### config.mk
export PLATFORM = sky130hd
export DESIGN_NAME = apb_cmd_master
export DESIGN_NICKNAME = d
export VERILOG_FILES = /design/src/rtl/apb_cmd_master.sv
export SDC_FILE = /design/constraint.sdc
export NUM_CORES = 1
export LEC_CHECK = 0
export CORE_ASPECT_RATIO = 1.2
export CORE_MARGIN = 1.5
export CORE_UTILIZATION = 39
export CTS_BUF_LIST = sky130_fd_sc_hd__clkbuf_4
export DETAILED_ROUTE_END_ITERATION = 7
export HOLD_SLACK_MARGIN = 0.1
export PLACE_DENSITY = 0.9
export RECOVER_POWER = 25
export SYNTH_ARGS = -nofsm -noshare
export SYNTH_HDL_FRONTEND = slang
export SYNTH_SLANG_ARGS = --single-unit
### constraint.sdc
create_clock -name PCLK -period 2.72 [get_ports PCLK]
set_clock_uncertainty 0.05 [all_clocks]
set_input_delay 0.68 -clock PCLK [delete_from_list [all_inputs] [get_ports PCLK]]
set_output_delay 0.68 -clock PCLK [all_outputs]
set_load 0.02 [all_outputs]
### src/rtl/apb_cmd_master.sv
// Single-outstanding APB3 initiator: turns a valid/ready command stream into
// APB setup/access transfers and returns each result on a valid/ready response stream.
module apb_cmd_master #(
    parameter int ADDR_WIDTH     = 8,
    parameter int APB_WIDTH      = 32,
    parameter int TIMEOUT_CYCLES = 16
) (
    input  logic                  PCLK,
    input  logic                  PRESET,
    input  logic                  CMD_VALID,
    output logic                  CMD_READY,
    input  logic                  CMD_WRITE,
    input  logic [ADDR_WIDTH-1:0] CMD_ADDR,
    input  logic [APB_WIDTH-1:0]  CMD_WDATA,
    output logic                  RSP_VALID,
    input  logic                  RSP_READY,
    output logic [APB_WIDTH-1:0]  RSP_RDATA,
    output logic                  RSP_ERR,
    output logic                  RSP_TIMEOUT,
    output logic                  PSEL,
    output logic                  PENABLE,
    output logic                  PWRITE,
    output logic [ADDR_WIDTH-1:0] PADDR,
    output logic [APB_WIDTH-1:0]  PWDATA,
    input  logic [APB_WIDTH-1:0]  PRDATA,
    input  logic                  PREADY,
    input  logic                  PSLVERR
);

    // state  | meaning
    // IDLE   | ready for a command
    // SETUP  | APB setup phase, PSEL=1 PENABLE=0 (one cycle)
    // ACCESS | APB access phase, waiting for PREADY or timeout
    // RESP   | response held until RSP_READY
    typedef enum logic [1:0] {S_IDLE, S_SETUP, S_ACCESS, S_RESP} state_t;

    localparam int CNT_W = (TIMEOUT_CYCLES < 2) ? 1 : $clog2(TIMEOUT_CYCLES + 1);
    // Abort fires on the low-PREADY cycle that would bring the count to TIMEOUT_CYCLES.
    localparam logic [CNT_W-1:0] CNT_LAST =
        CNT_W'((TIMEOUT_CYCLES == 0) ? 0 : TIMEOUT_CYCLES - 1);

    state_t                state_q, state_d;
    logic                  psel_q, psel_d;
    logic                  penable_q, penable_d;
    logic                  pwrite_q, pwrite_d;
    logic [ADDR_WIDTH-1:0] paddr_q, paddr_d;
    logic [APB_WIDTH-1:0]  pwdata_q, pwdata_d;
    logic                  rsp_valid_q, rsp_valid_d;
    logic [APB_WIDTH-1:0]  rsp_rdata_q, rsp_rdata_d;
    logic                  rsp_err_q, rsp_err_d;
    logic                  rsp_timeout_q, rsp_timeout_d;
    logic [CNT_W-1:0]      wait_cnt_q, wait_cnt_d;

    always_comb begin
        state_d       = state_q;
        psel_d        = psel_q;
        penable_d     = penable_q;
        pwrite_d      = pwrite_q;
        paddr_d       = paddr_q;
        pwdata_d      = pwdata_q;
        rsp_valid_d   = rsp_valid_q;
        rsp_rdata_d   = rsp_rdata_q;
        rsp_err_d     = rsp_err_q;
        rsp_timeout_d = rsp_timeout_q;
        wait_cnt_d    = wait_cnt_q;

        case (state_q)
            S_IDLE: begin
                if (CMD_VALID) begin
                    pwrite_d  = CMD_WRITE;
                    paddr_d   = CMD_ADDR;
                    pwdata_d  = CMD_WDATA;
                    psel_d    = 1'b1;
                    penable_d = 1'b0;
                    state_d   = S_SETUP;
                end
            end
            S_SETUP: begin
                penable_d  = 1'b1;
                wait_cnt_d = '0;
                state_d    = S_ACCESS;
            end
            S_ACCESS: begin
                if (PREADY) begin
                    rsp_rdata_d   = pwrite_q ? '0 : PRDATA;
                    rsp_err_d     = PSLVERR;
                    rsp_timeout_d = 1'b0;
                    psel_d        = 1'b0;
                    penable_d     = 1'b0;
                    rsp_valid_d   = 1'b1;
                    state_d       = S_RESP;
                end else if (TIMEOUT_CYCLES != 0) begin
                    wait_cnt_d = wait_cnt_q + CNT_W'(1);
                    if (wait_cnt_q == CNT_LAST) begin
                        rsp_rdata_d   = '0;
                        rsp_err_d     = 1'b1;
                        rsp_timeout_d = 1'b1;
                        psel_d        = 1'b0;
                        penable_d     = 1'b0;
                        rsp_valid_d   = 1'b1;
                        state_d       = S_RESP;
                    end
                end
            end
            S_RESP: begin
                if (RSP_READY) begin
                    rsp_valid_d = 1'b0;
                    state_d     = S_IDLE;
                end
            end
            default: state_d = S_IDLE;
        endcase
    end

    always_ff @(posedge PCLK or posedge PRESET) begin
        if (PRESET) begin
            state_q       <= S_IDLE;
            psel_q        <= 1'b0;
            penable_q     <= 1'b0;
            pwrite_q      <= 1'b0;
            paddr_q       <= '0;
            pwdata_q      <= '0;
            rsp_valid_q   <= 1'b0;
            rsp_rdata_q   <= '0;
            rsp_err_q     <= 1'b0;
            rsp_timeout_q <= 1'b0;
            wait_cnt_q    <= '0;
        end else begin
            state_q       <= state_d;
            psel_q        <= psel_d;
            penable_q     <= penable_d;
            pwrite_q      <= pwrite_d;
            paddr_q       <= paddr_d;
            pwdata_q      <= pwdata_d;
            rsp_valid_q   <= rsp_valid_d;
            rsp_rdata_q   <= rsp_rdata_d;
            rsp_err_q     <= rsp_err_d;
            rsp_timeout_q <= rsp_timeout_d;
            wait_cnt_q    <= wait_cnt_d;
        end
    end

    assign CMD_READY   = (state_q == S_IDLE);
    assign PSEL        = psel_q;
    assign PENABLE     = penable_q;
    assign PWRITE      = pwrite_q;
    assign PADDR       = paddr_q;
    assign PWDATA      = pwdata_q;
    assign RSP_VALID   = rsp_valid_q;
    assign RSP_RDATA   = rsp_rdata_q;
    assign RSP_ERR     = rsp_err_q;
    assign RSP_TIMEOUT = rsp_timeout_q;

endmodule

### Word level (Yosys, flattened, before mapping)

Index checks and enable logic that the tools add are counted.

| operators by class | value |
|---|---|
| multipliers | 0 |
| divide/modulo/power cells | 0 |
| bitwise logic cells | 0 |
| add/sub/neg operators | 1 |
| shifts and indexed selects | 0 |
| order comparisons | 0 |
| eq/ne operators | 8 |
| mux-type cells | 22 |
| reductions and logical operators | 13 |

Operator list:

| operator | number |
|---|---|
| $mux 32 | 3 |
| $reduce_and 3->1 | 4 |
| $pmux 5 s2 | 1 |
| $mux 1 | 9 |
| $mux 2 | 4 |
| $pmux 2 s4 | 1 |
| $reduce_bool 2->1 | 4 |
| $ne 2x2->1 const B | 3 |
| $reduce_and 2->1 | 3 |
| $add 5x1->5 const B | 1 |
| $eq 5x4->1 const B | 1 |
| $mux 5 | 1 |
| $eq 2x2->1 const B | 2 |
| $pmux 1 s2 | 2 |
| $ne 3x3->1 const B | 1 |
| $pmux 1 s3 | 1 |
| $reduce_bool 3->1 | 1 |
| $eq 2x1->1 const B | 1 |
| $logic_not 2->1 | 1 |

| storage, ports and cells | value |
|---|---|
| memory bits (read-only) | 0 |
| memory bits (writable) | 0 |
| memories kept | 0 |
| logic and storage cells | 55 |
| output and inout bits | 79 |
| latch bits | 0 |
| input bits | 79 |
| register bits | 85 |

### Depth between registers and ports, before layout

Gate-level depths: netlist of run 1.

| logic depth | value |
|---|---|
| depth in word-level cells | 4 |
| gate-level depth with buffers | 8 |

### Worst setup path before layout of run 1

No wires, ideal clock.

| timing path | value |
|---|---|
| path type | flip-flop to flip-flop |
| start point | reg wait_cnt_q[0] |
| end point | reg state_q[1] |
| arrival time | 1618 ps |
| stages on the path, launching flop included | 7 |
| path slack | 924 ps |
| cell sequence | dfrtp_1 > ha_1 > and3_1 > ha_1 > nor3b_4 > a211oi_2 > mux2_1 |

| between the ends | value |
|---|---|
| longest elaborated chain between the ends | 3 |

Ends and longest elaborated chain:

| what | RTL line | source |
|---|---|---|
| start, declared | 52 | `logic [CNT_W-1:0] wait_cnt_q, wait_cnt_d;` |
| start signal, assigned | 139 | `wait_cnt_q <= wait_cnt_d;` |
| $eq 5x4->1 | 94 | `if (wait_cnt_q == CNT_LAST) begin` |
| $ne 3x3->1 (no line) | n/a |  |
| $reduce_and 3->1 (no line) | n/a |  |
| end signal, assigned | 129 | `state_q <= state_d;` |
| end, declared | 42 | `state_t state_q, state_d;` |

No other way between the ends.
A chain may end at the register's enable or synchronous reset.

### Worst setup path in the final report of run 1

| timing path | value |
|---|---|
| start point | reg state_q[0] |
| end point | out CMD_READY |

| between the ends | value |
|---|---|
| longest elaborated chain between the ends | 1 |

Ends and longest elaborated chain:

| what | RTL line | source |
|---|---|---|
| $logic_not 2->1 | 143 | `assign CMD_READY = (state_q == S_IDLE);` |
| end, declared | 11 | `output logic CMD_READY,` |

No other way between the ends.

==> flow_metrics.py, run 1 <==
metrics = {
    "worst_setup_path": {
        "crit_fanout": 5,
        "crit_path_end_kind": "primary output",
        "reg2reg_from": "state_q[0]$_DFFE_PP0P_",
        "critPathKind": "reg -> out",
        "reg2reg_slack_ps": 720,
        "required_ps": 1990,
        "reg2reg_depth": 6,
        "start_kind": "register",
        "rr_endpoint": "RSP_RDATA[0]$_DFFE_PP0P_",
        "slowest_stage": "dfrtp_1",
        "path_cells": "inv_1 > ha_1 > dlymetal6s2s_1",
        "path_buf_inv": 2,
        "crit_arrival_ps": 1480,
        "critical-path-max-stage-delay_ps": 420,
        "crit_family": "flip-flops",
    },
    "status": {
        "status": "completed",
    },
    "timing": {
        "fmax_ghz": 0.452,
        "slew_viol_final": 0,
        "relSlewSlack_pct": 40.2,
        "finalCritPeriodShare_pct": 81.3,
        "hold_viol": 0,
        "rsz0062_at_grt": "false",
        "worst_pin_slew_ps": 892,
        "setup_tns_ps": 0,
        "finalCriticalPeriod_ps": 2210,
        "setup_viol": 0,
    },
    "drt": {
        "antenna_left": 0,
        "vias": 2764,
        "drt_first_pass_iters": 4,
        "drc": 0,
        "drt-initial-drc-count": 165,
        "vias_per_cell": 4.81,
        "route.detailed.wl_per_inst_um": 15.2,
        "drt-total-wl_um": 8770,
    },
    "clock_network": {
        "insertion_delay_ps": 420,
        "h-tree-depth": 3,
        "cts_tree": "built",
        "clock-sinks": 85,
        "postCtsSetupRepairBufs": 0,
        "clock_tree.buffer_depth": 2,
        "ctsResizeCount": 0,
        "postCtsHoldBufs": 0,
        "numCtsBuffers": 9,
        "cts.clk_slew.worst_paths_ps": 120,
        "cts-root-buf": "clkbuf_4",
    },
    "final_layout": {
        "drive_above_1_share_pct": 12.4,
        "nNetsFinal": 539,
        "final_core_utilization_pct": 61.3,
        "final_common_cell": "clkdlybuf4s50_1",
        "diodes": 0,
        "final.fill_count": 744,
        "area_delta_synth_final_pct": 51.4,
        "layout.cells.most_common_list": "clkdlybuf4s50_1, dfrtp_1, nand2_1, mux2_2, nand3_1",
    },
    "floorplan": {
        "die_w_um": 89.6,
        "fp.dieArea_mm2": 0.00957,
        "start_util_pct": 40.5,
        "fp.dieH_um": 107,
        "core_area_mm2": 0.00866,
        "ioPinCount": 158,
        "rows": 37,
    },
    "logic_synthesis": {
        "seq_area_frac_synth_pct": 60.6,
        "synth.distinct_cells": 33,
        "syn_avg_cell_area_um2": 11.8,
        "synth_cells": 297,
        "syn-num-nets": 383,
        "synth-main-ff-cell": "dfrtp_1",
        "ys_seq_elements": 85,
        "synth-edff-count": 0,
        "syn_area_mm2": 0.00351,
        "ys_warn_count": 0,
        "synthArstFlopShare_pct": 100,
    },
    "grt": {
        "antenna_found_initial": 0,
        "track_usage_pct": 19.3,
        "grt.overflow.total": 0,
        "grt_max_degree": 47,
        "grt_pass1_vias": 2911,
        "grt_first_pass_wirelength_um": 14000,
    },
    "flow_run": {
        "drv_cap": 0,
    },
    "hold_path": {
        "hold_class": "reg -> reg",
        "hold_path_end": "RSP_RDATA[19]$_DFFE_PP0P_",
        "whs_path_depth": 2,
        "hold_start": "RSP_RDATA[19]$_DFFE_PP0P_",
    },
    "placement": {
        "io_buffer_count": 157,
        "place.gp.congestion": 0.763,
        "hpwlAfterDp_um": 6560,
    },
    "power": {
        "max-vdd-ir-drop_uv": 544,
        "leakagePower_nw": 2.41,
        "powerDensity_mw_per_mm2": 1150,
    },
}
synth_stat cells (all sizes together) (2+ instances only):
cell / count / share of area (%)
nand3: 32 / 4.6
mux2: 43 / 14
dfrtp: 85 / 61
nand2b: 2 / 0.36
a21oi: 4 / 0.57
nor2b: 2 / 0.36
inv: 8 / 0.86
nand2: 67 / 7.2
a21o: 2 / 0.43
o21ai: 6 / 0.96
nor2: 7 / 0.75
buf: 17 / 3.4
ha: 7 / 2.5
worst max-delay path by stage:
stage                                    startpoint                     end  slack (ps)  cells after the start
after floorplan           wait_cnt_q[0]$_DFFE_PP0P_  state_q[1]$_DFFE_PP0P_         920                      6
after global placement                       PREADY  state_q[1]$_DFFE_PP0P_         420                      4
after detailed placement                     PREADY  state_q[1]$_DFFE_PP0P_         370                      4
after CTS                    state_q[0]$_DFFE_PP0P_               CMD_READY          80                      3
after global routing         state_q[0]$_DFFE_PP0P_               CMD_READY         390                      3
final                        state_q[0]$_DFFE_PP0P_               CMD_READY         510                      3
flip-flops by register name, indices dropped and copies added, names as in the netlist, 2 cells and up:
| register | cells |
|---|---|
| PWDATA | 32 |
| RSP_RDATA | 32 |
| PADDR | 8 |
| wait_cnt_q | 5 |
| state_q | 2 |
report_power, final:
part	leakage, nW	switching, W	internal [W]
logic	1.28	0.00162	0.00159
registers	1.06	0.000328	0.00186
clock network	0.0689	0.000406	0.000281
per-stage QoR:
stage	area (um2)	instances	worst slack [ps]	total power [W]	hold slack (ps)
detailed placement	5180	559	370	0.00547	405
global placement	5180	559	419	0.00532	401
floorplan	3510	297	924	0.00390	437
CTS	5310	575	75.0	0.00616	432
global route	5310	575	390	0.00648	454
finish	5310	575	507	0.00608	428
worst register-to-register path, cell delays in order, from the launching register on:
cell and delay (ps):
dfrtp_1 420, inv_1 130, ha_1 550, o21a_1 230, buf_4 340, nand3_1 130
nand2_1 100
cells by family after synthesis:
| kind of cell | after synthesis | synth area share, % |
|---|---|---|
| buf+inv | 26 | 4.35 |
| fa+ha+maj | 7 | 2.50 |
| flops | 85 | 60.6 |
| compound gates | 20 | 3.92 |
| simple gates | 115 | 14.5 |
| mux | 44 | 14.1 |
final cells by class:
cell class                      count  area, um2  area share, %
Multi-Input combinational cell    186       1230           23.2
Timing Repair Buffer              163       1640           31.0
Clock buffer                       10       75.1           1.41
Clock inverter                      6       53.8           1.01
Sequential cell                    85       2130           40.1
Inverter                            8       31.3          0.589
Tap cell                          117        146           2.76
per-layer routing:
| layer | up-vias | track usage [%] | part of all wire (%) |
|---|---|---|---|
| met5 | - | 0 | 0 |
| li1 | 1306 | - | - |
| met4 | 0 | 11.1 | 3.6 |
| met1 | 1337 | 21.2 | 37 |
| met3 | 25 | 3.93 | 5.1 |
| met2 | 96 | 33.6 | 54 |
Note: power is estimated with default switching activity, not from simulation.
==> run 2: changes to the inputs <==
--- a/config.mk
+++ b/config.mk
@@ -7,11 +7,11 @@
 export LEC_CHECK = 0
 export CORE_ASPECT_RATIO = 1.2
 export CORE_MARGIN = 1.5
-export CORE_UTILIZATION = 39
+export CORE_UTILIZATION = 43
 export CTS_BUF_LIST = sky130_fd_sc_hd__clkbuf_4
 export DETAILED_ROUTE_END_ITERATION = 7
 export HOLD_SLACK_MARGIN = 0.1
-export PLACE_DENSITY = 0.9
+export PLACE_DENSITY = 0.93
 export RECOVER_POWER = 25
 export SYNTH_ARGS = -nofsm -noshare
 export SYNTH_HDL_FRONTEND = slang
==> constraint.sdc (replaced) <==
create_clock -name PCLK -period 2.3 [get_ports PCLK]
set_clock_uncertainty 0.05 [all_clocks]
set_input_delay 0.575 -clock PCLK [delete_from_list [all_inputs] [get_ports PCLK]]
set_output_delay 0.575 -clock PCLK [all_outputs]
set_load 0.02 [all_outputs]
==> run 2 against run 1 <==
- the flow now finishes with violations (DRC)
- final cell count down 4.2%
- critical path depth unchanged
- die area down 9.0%
- final area up 0.45%
- critical path type unchanged
- hold slack better by 2.5 ps
- clock power up 50%
==> flow_metrics.py, run 2 (synthesis gave the netlist of run 1 again) <==
metrics = {
    "status": {
        "status": "finished, violations left",
        "violations": "DRC",
    },
    "timing": {
        "slew_viol_final": 0,
        "timing.hold.ws_ps": 431,
        "hold_viol": 0,
        "fmax_ghz": 0.456,
        "finalCriticalPeriod_ps": 2190,
        "finalCritPeriodShare_pct": 95.3,
        "rsz0062_at_grt": "false",
        "setup_viol": 0,
        "setup_tns_ps": 0,
        "worst_pin_slew_ps": 1170,
        "relSlewSlack_pct": 22.1,
    },
    "final_layout": {
        "diodes": 0,
        "layout.cells.most_common_list": "clkdlybuf4s50_1, dfrtp_1, nand2_1, mux2_2, nand3_1",
        "final_common_cell": "clkdlybuf4s50_1",
        "area_delta_synth_final_pct": 52.1,
        "nNetsFinal": 541,
        "stdcell_count": 551,
        "drive_above_1_share_pct": 13.3,
    },
    "worst_setup_path": {
        "slowest_stage": "dfrtp_1",
        "critPathKind": "reg -> out",
        "start_kind": "register",
        "reg2reg_slack_ps": 320,
        "crit_arrival_ps": 1570,
        "reg2reg_from": "wait_cnt_q[0]$_DFFE_PP0P_",
        "crit_path_end_kind": "primary output",
        "crit_fanout": 5,
        "rr_endpoint": "state_q[1]$_DFFE_PP0P_",
        "reg2reg_depth": 6,
        "critical-path-max-stage-delay_ps": 430,
        "path_cells": "inv_1 > ha_1 > dlygate4sd2_1",
        "required_ps": 1670,
    },
    "placement": {
        "dp.cells": 536,
        "hpwlAfterDp_um": 6810,
        "io_buffer_count": 157,
        "place.gp.congestion": 0.778,
    },
    "power": {
        "max-vdd-ir-drop_uv": 922,
        "power_switching_w": 0.00279,
        "powerDensity_mw_per_mm2": 1400,
        "clkPwrFrac_pct": 13.9,
        "comb_power_share_pct": 51.3,
        "pwr-share-seq_pct": 34.9,
        "leakagePower_nw": 2.44,
        "p_int_w": 0.00465,
        "swShare_pct": 37.5,
    },
    "hold_path": {
        "hold_path_end": "RSP_RDATA[28]$_DFFE_PP0P_",
        "hold_start": "RSP_RDATA[28]$_DFFE_PP0P_",
        "whs_path_depth": 2,
        "hold_class": "reg -> reg",
    },
    "grt": {
        "grt_max_degree": 50,
        "grt.overflow.total": 0,
        "grt_first_pass_wirelength_um": 13800,
        "track_usage_pct": 20.7,
        "antenna_found_initial": 0,
        "grt_pass1_vias": 2870,
    },
    "clock_network": {
        "cts.clk_slew.worst_paths_ps": 120,
        "cts-root-buf": "clkbuf_4",
        "h-tree-depth": 3,
        "clock-sinks": 85,
        "numCtsBuffers": 9,
        "insertion_delay_ps": 400,
        "postCtsSetupRepairBufs": 0,
        "cts_tree": "built",
        "clock_tree.buffer_depth": 2,
    },
    "floorplan": {
        "ioPinCount": 158,
        "core_area_mm2": 0.00779,
        "start_util_pct": 45.0,
        "fp.dieH_um": 102,
        "rows": 35,
        "die_w_um": 85.4,
        "fp.dieArea_mm2": 0.00871,
    },
    "drt": {
        "antenna_left": 0,
        "drt-initial-drc-count": 119,
        "vias_per_cell": 5.01,
        "drt_first_pass_iters": 8,
        "drc": 12,
        "route.detailed.wl_per_inst_um": 16.2,
        "drt-total-wl_um": 8920,
        "vias": 2760,
    },
    "flow_run": {
        "drv_cap": 0,
    },
}
-- run 2: worst max-delay path, delay by kind of cell (launching register included) --
family	cells	cell delay, ps
buffers and inverters	2	490
flip-flops	1	430
adder cells (fa/ha/maj)	1	250
-- run 2: area by class of cell --
type / count / area [um2]
sequential: 85 / 2130
inverter: 8 / 33.8
tap: 92 / 115
multi-input combinational: 186 / 1230
timing repair buffer: 165 / 1650
fill: 579 / 2460
clock inverter: 5 / 100
clock buffer: 10 / 75.1
-- run 2: power by group through the flow --
| stage | registers [W] | clock network, W | logic, W |
|---|---|---|---|
| after floorplan | 0.00342 | 0 | 0.00119 |
| after global placement | 0.00257 | 0 | 0.00374 |
| after detailed placement | 0.00264 | 0 | 0.00386 |
| after CTS | 0.00260 | 0.00106 | 0.00386 |
| after global routing | 0.00268 | 0.00112 | 0.00407 |
| final | 0.00259 | 0.00103 | 0.00382 |
-- run 2: metal layers --
| metal | global-route usage, % | up-vias | wire length, um |
|---|---|---|---|
| met5 | 0 | - | 0 |
| met4 | 8.93 | 0 | 231 |
| li1 | - | 1309 | - |
| met1 | 21.7 | 1331 | 3060 |
| met2 | 40.0 | 98 | 5080 |
| met3 | 4.04 | 22 | 548 |
-- run 2: repair_timing --
action	4_1_cts	5_1_grt
hold buffers	0	0
setup endpoints to repair	1	0
resized for setup	1	0
-- run 2: how the worst max path moves through the flow --
stage / cells after the start / slack [ps] / start / to
2_1_floorplan: 6 / 500 / wait_cnt_q[0]$_DFFE_PP0P_ / state_q[1]$_DFFE_PP0P_
3_3_place_gp: 6 / 230 / PREADY / RSP_RDATA[15]$_DFFE_PP0P_
3_5_place_dp: 6 / 170 / PREADY / RSP_RDATA[10]$_DFFE_PP0P_
5_1_grt: 3 / 6 / state_q[0]$_DFFE_PP0P_ / CMD_READY
6_report: 3 / 110 / state_q[0]$_DFFE_PP0P_ / CMD_READY
4_1_cts: 3 / 70 / state_q[0]$_DFFE_PP0P_ / CMD_READY
-- run 2: stage by stage --
stage / util, % / setup WS [ps] / power (W) / cell area, um2
floorplan: - / 504 / 0.00462 / 3510
global placement: 66.4 / 232 / 0.00631 / 5180
detailed placement: 66.4 / 166 / 0.00650 / 5180
CTS: 68.7 / 71.8 / 0.00752 / 5350
global route: 68.4 / 6.44 / 0.00787 / 5330
finish: 68.4 / 109 / 0.00744 / 5330
==> run 3: changes to the inputs <==
--- a/config.mk
+++ b/config.mk
@@ -13,6 +13,8 @@
 export HOLD_SLACK_MARGIN = 0.1
 export PLACE_DENSITY = 0.93
 export RECOVER_POWER = 25
+export REMOVE_ABC_BUFFERS = 1
+export SKIP_CTS_REPAIR_TIMING = 1
 export SYNTH_ARGS = -nofsm -noshare
 export SYNTH_HDL_FRONTEND = slang
 export SYNTH_SLANG_ARGS = --single-unit
==> run 3 against run 2 <==
- the flow still finishes with violations (DRC)
- utilization rose by 0.27 points
- die area is the same
- critical path depth is the same
- sequential power barely moved
- highest routed layer unchanged
- final area up 0.40%
- hold slack better by 4.0 ps
- non-clock buffer count is 1 lower
- worst setup slack better by 110 ps
- first-iteration DRC count decreased by 19%
- count of clock-buffer cells in the layout unchanged
- global-route usage down 1.0 points
==> flow_metrics.py, run 3 (synthesis gave the netlist of run 1 again) <==
metrics = {
    "status": {
        "status": "finished, violations left",
        "violations": "DRC",
    },
    "grt": {
        "grt_busiest_layer": "met2",
        "use_met3_pct": 5.65,
        "globalRouteMet1Util_pct": 24.0,
        "grt_pass1_vias": 2827,
        "grt_first_pass_wirelength_um": 13600,
        "grt.overflow.total": 0,
        "antenna_found_initial": 0,
        "grtUsageMet2_pct": 33.0,
        "track_usage_pct": 19.7,
        "grt_max_degree": 86,
    },
    "power": {
        "comb_power_share_pct": 51.1,
        "powerDensity_mw_per_mm2": 1390,
        "leakagePower_nw": 2.45,
        "swShare_pct": 37.3,
        "max-vdd-ir-drop_uv": 745,
        "p_int_w": 0.00468,
        "power_switching_w": 0.00278,
        "pwr-share-seq_pct": 34.8,
        "clkPwrFrac_pct": 14.2,
    },
    "floorplan": {
        "rows": 35,
        "start_util_pct": 45.0,
        "ioPinCount": 158,
        "fp.dieH_um": 102,
        "fp.dieArea_mm2": 0.00871,
        "die_w_um": 85.4,
        "core_area_mm2": 0.00779,
    },
    "hold_path": {
        "whs_path_depth": 2,
        "hold_start": "RSP_RDATA[20]$_DFFE_PP0P_",
        "hold_path_end": "RSP_RDATA[20]$_DFFE_PP0P_",
        "hold_class": "reg -> reg",
    },
    "drt": {
        "vias_per_cell": 5.03,
        "drc": 13,
        "drt-initial-drc-count": 96,
        "drt-total-wl_um": 8380,
        "drt_first_pass_iters": 8,
        "route.detailed.wl_per_inst_um": 15.2,
        "vias": 2772,
        "antenna_left": 0,
    },
    "timing": {
        "relSlewSlack_pct": 25.0,
        "setup_viol": 0,
        "timing.hold.ws_ps": 435,
        "fmax_ghz": 0.481,
        "hold_viol": 0,
        "slew_viol_final": 0,
        "finalCriticalPeriod_ps": 2080,
        "rsz0062_at_grt": "false",
        "worst_pin_slew_ps": 1120,
        "finalCritPeriodShare_pct": 90.3,
    },
    "clock_network": {
        "cts-root-buf": "clkbuf_4",
        "cts_tree": "built",
        "cts.clk_slew.worst_paths_ps": 140,
        "clock_tree.buffer_depth": 2,
        "clock-sinks": 85,
        "numCtsBuffers": 9,
        "h-tree-depth": 3,
        "insertion_delay_ps": 400,
    },
    "worst_setup_path": {
        "critPathKind": "reg -> out",
        "reg2reg_from": "wait_cnt_q[0]$_DFFE_PP0P_",
        "required_ps": 1670,
        "crit_arrival_ps": 1450,
        "reg2reg_slack_ps": 340,
        "crit_fanout": 5,
        "start_kind": "register",
        "reg2reg_depth": 6,
        "crit_path_end_kind": "primary output",
        "rr_endpoint": "state_q[1]$_DFFE_PP0P_",
    },
    "final_layout": {
        "nNetsFinal": 540,
        "final_common_cell": "clkdlybuf4s50_1",
        "layout.cells.most_common_list": "clkdlybuf4s50_1, dfrtp_1, nand2_1, mux2_2, nand3_1",
        "drive_above_1_share_pct": 13.1,
        "area_delta_synth_final_pct": 52.7,
        "diodes": 0,
        "final_core_utilization_pct": 68.7,
    },
    "placement": {
        "io_buffer_count": 157,
        "place.gp.congestion": 0.778,
        "hpwlAfterDp_um": 6140,
    },
    "flow_run": {
        "drv_cap": 0,
    },
}
run 3: cell types whose count changed in the layout (fill, tap and decap cells not counted), sizes merged:
cell          delta
clkinv           -1
dlymetal6s2s     +1
clkinvlp         +1
dlygate4sd2      -1
inv              +1
clkbuf           -1
run 3: worst max-delay path by stage:
stage,startpoint,end,slack (ps),cells past startpoint
after detailed placement,PREADY,state_q[1]$_DFFE_PP0P_,170,4
after global placement,PREADY,state_q[1]$_DFFE_PP0P_,200,4
after floorplan,PRESET,PADDR[0]$_DFFE_PP0P_,-520,1
after global routing,state_q[1]$_DFFE_PP0P_,CMD_READY,100,3
final,state_q[0]$_DFFE_PP0P_,CMD_READY,220,3
after CTS,state_q[0]$_DFFE_PP0P_,CMD_READY,-210,3
run 3: power by group through the flow:
stage          combinational, W  clock [W]  sequential (W)
2_1_floorplan           0.00109          0         0.00342
3_3_place_gp            0.00374          0         0.00257
3_5_place_dp            0.00386          0         0.00262
4_1_cts                 0.00386    0.00109         0.00260
5_1_grt                 0.00407    0.00115         0.00268
6_report                0.00381    0.00106         0.00259
run 3: per-layer routing:
layer  up-vias  wire length, um
li1       1309                -
met1      1309             3200
met2       134             4160
met3        20              798
met4         0              218
met5         -                0
run 3: final cells by class:
class,count,area (um2)
Fill cell,584,2440
Sequential cell,85,2130
Timing Repair Buffer,164,1660
Multi-Input combinational cell,186,1230
Tap cell,92,115
Clock inverter,6,110
Clock buffer,10,75.1
Inverter,8,31.3
run 3: critical path, cell delays in order (launching register included):
cell,delay [ps]
dfrtp_1,420
inv_1,130
ha_1,250
dlymetal6s2s_1,250
run 3: per-stage QoR:
stage	power [W]	setup TNS [ps]	cell area [um2]	instances	setup slack, ps
2_1_floorplan	0.00451	-44370	3380	279	-518
3_3_place_gp	0.00631	0	5180	535	203
3_5_place_dp	0.00648	0	5180	535	173
4_1_cts	0.00755	-213	5370	551	-213
5_1_grt	0.00791	0	5360	551	95.9
6_report	0.00746	0	5360	551	222
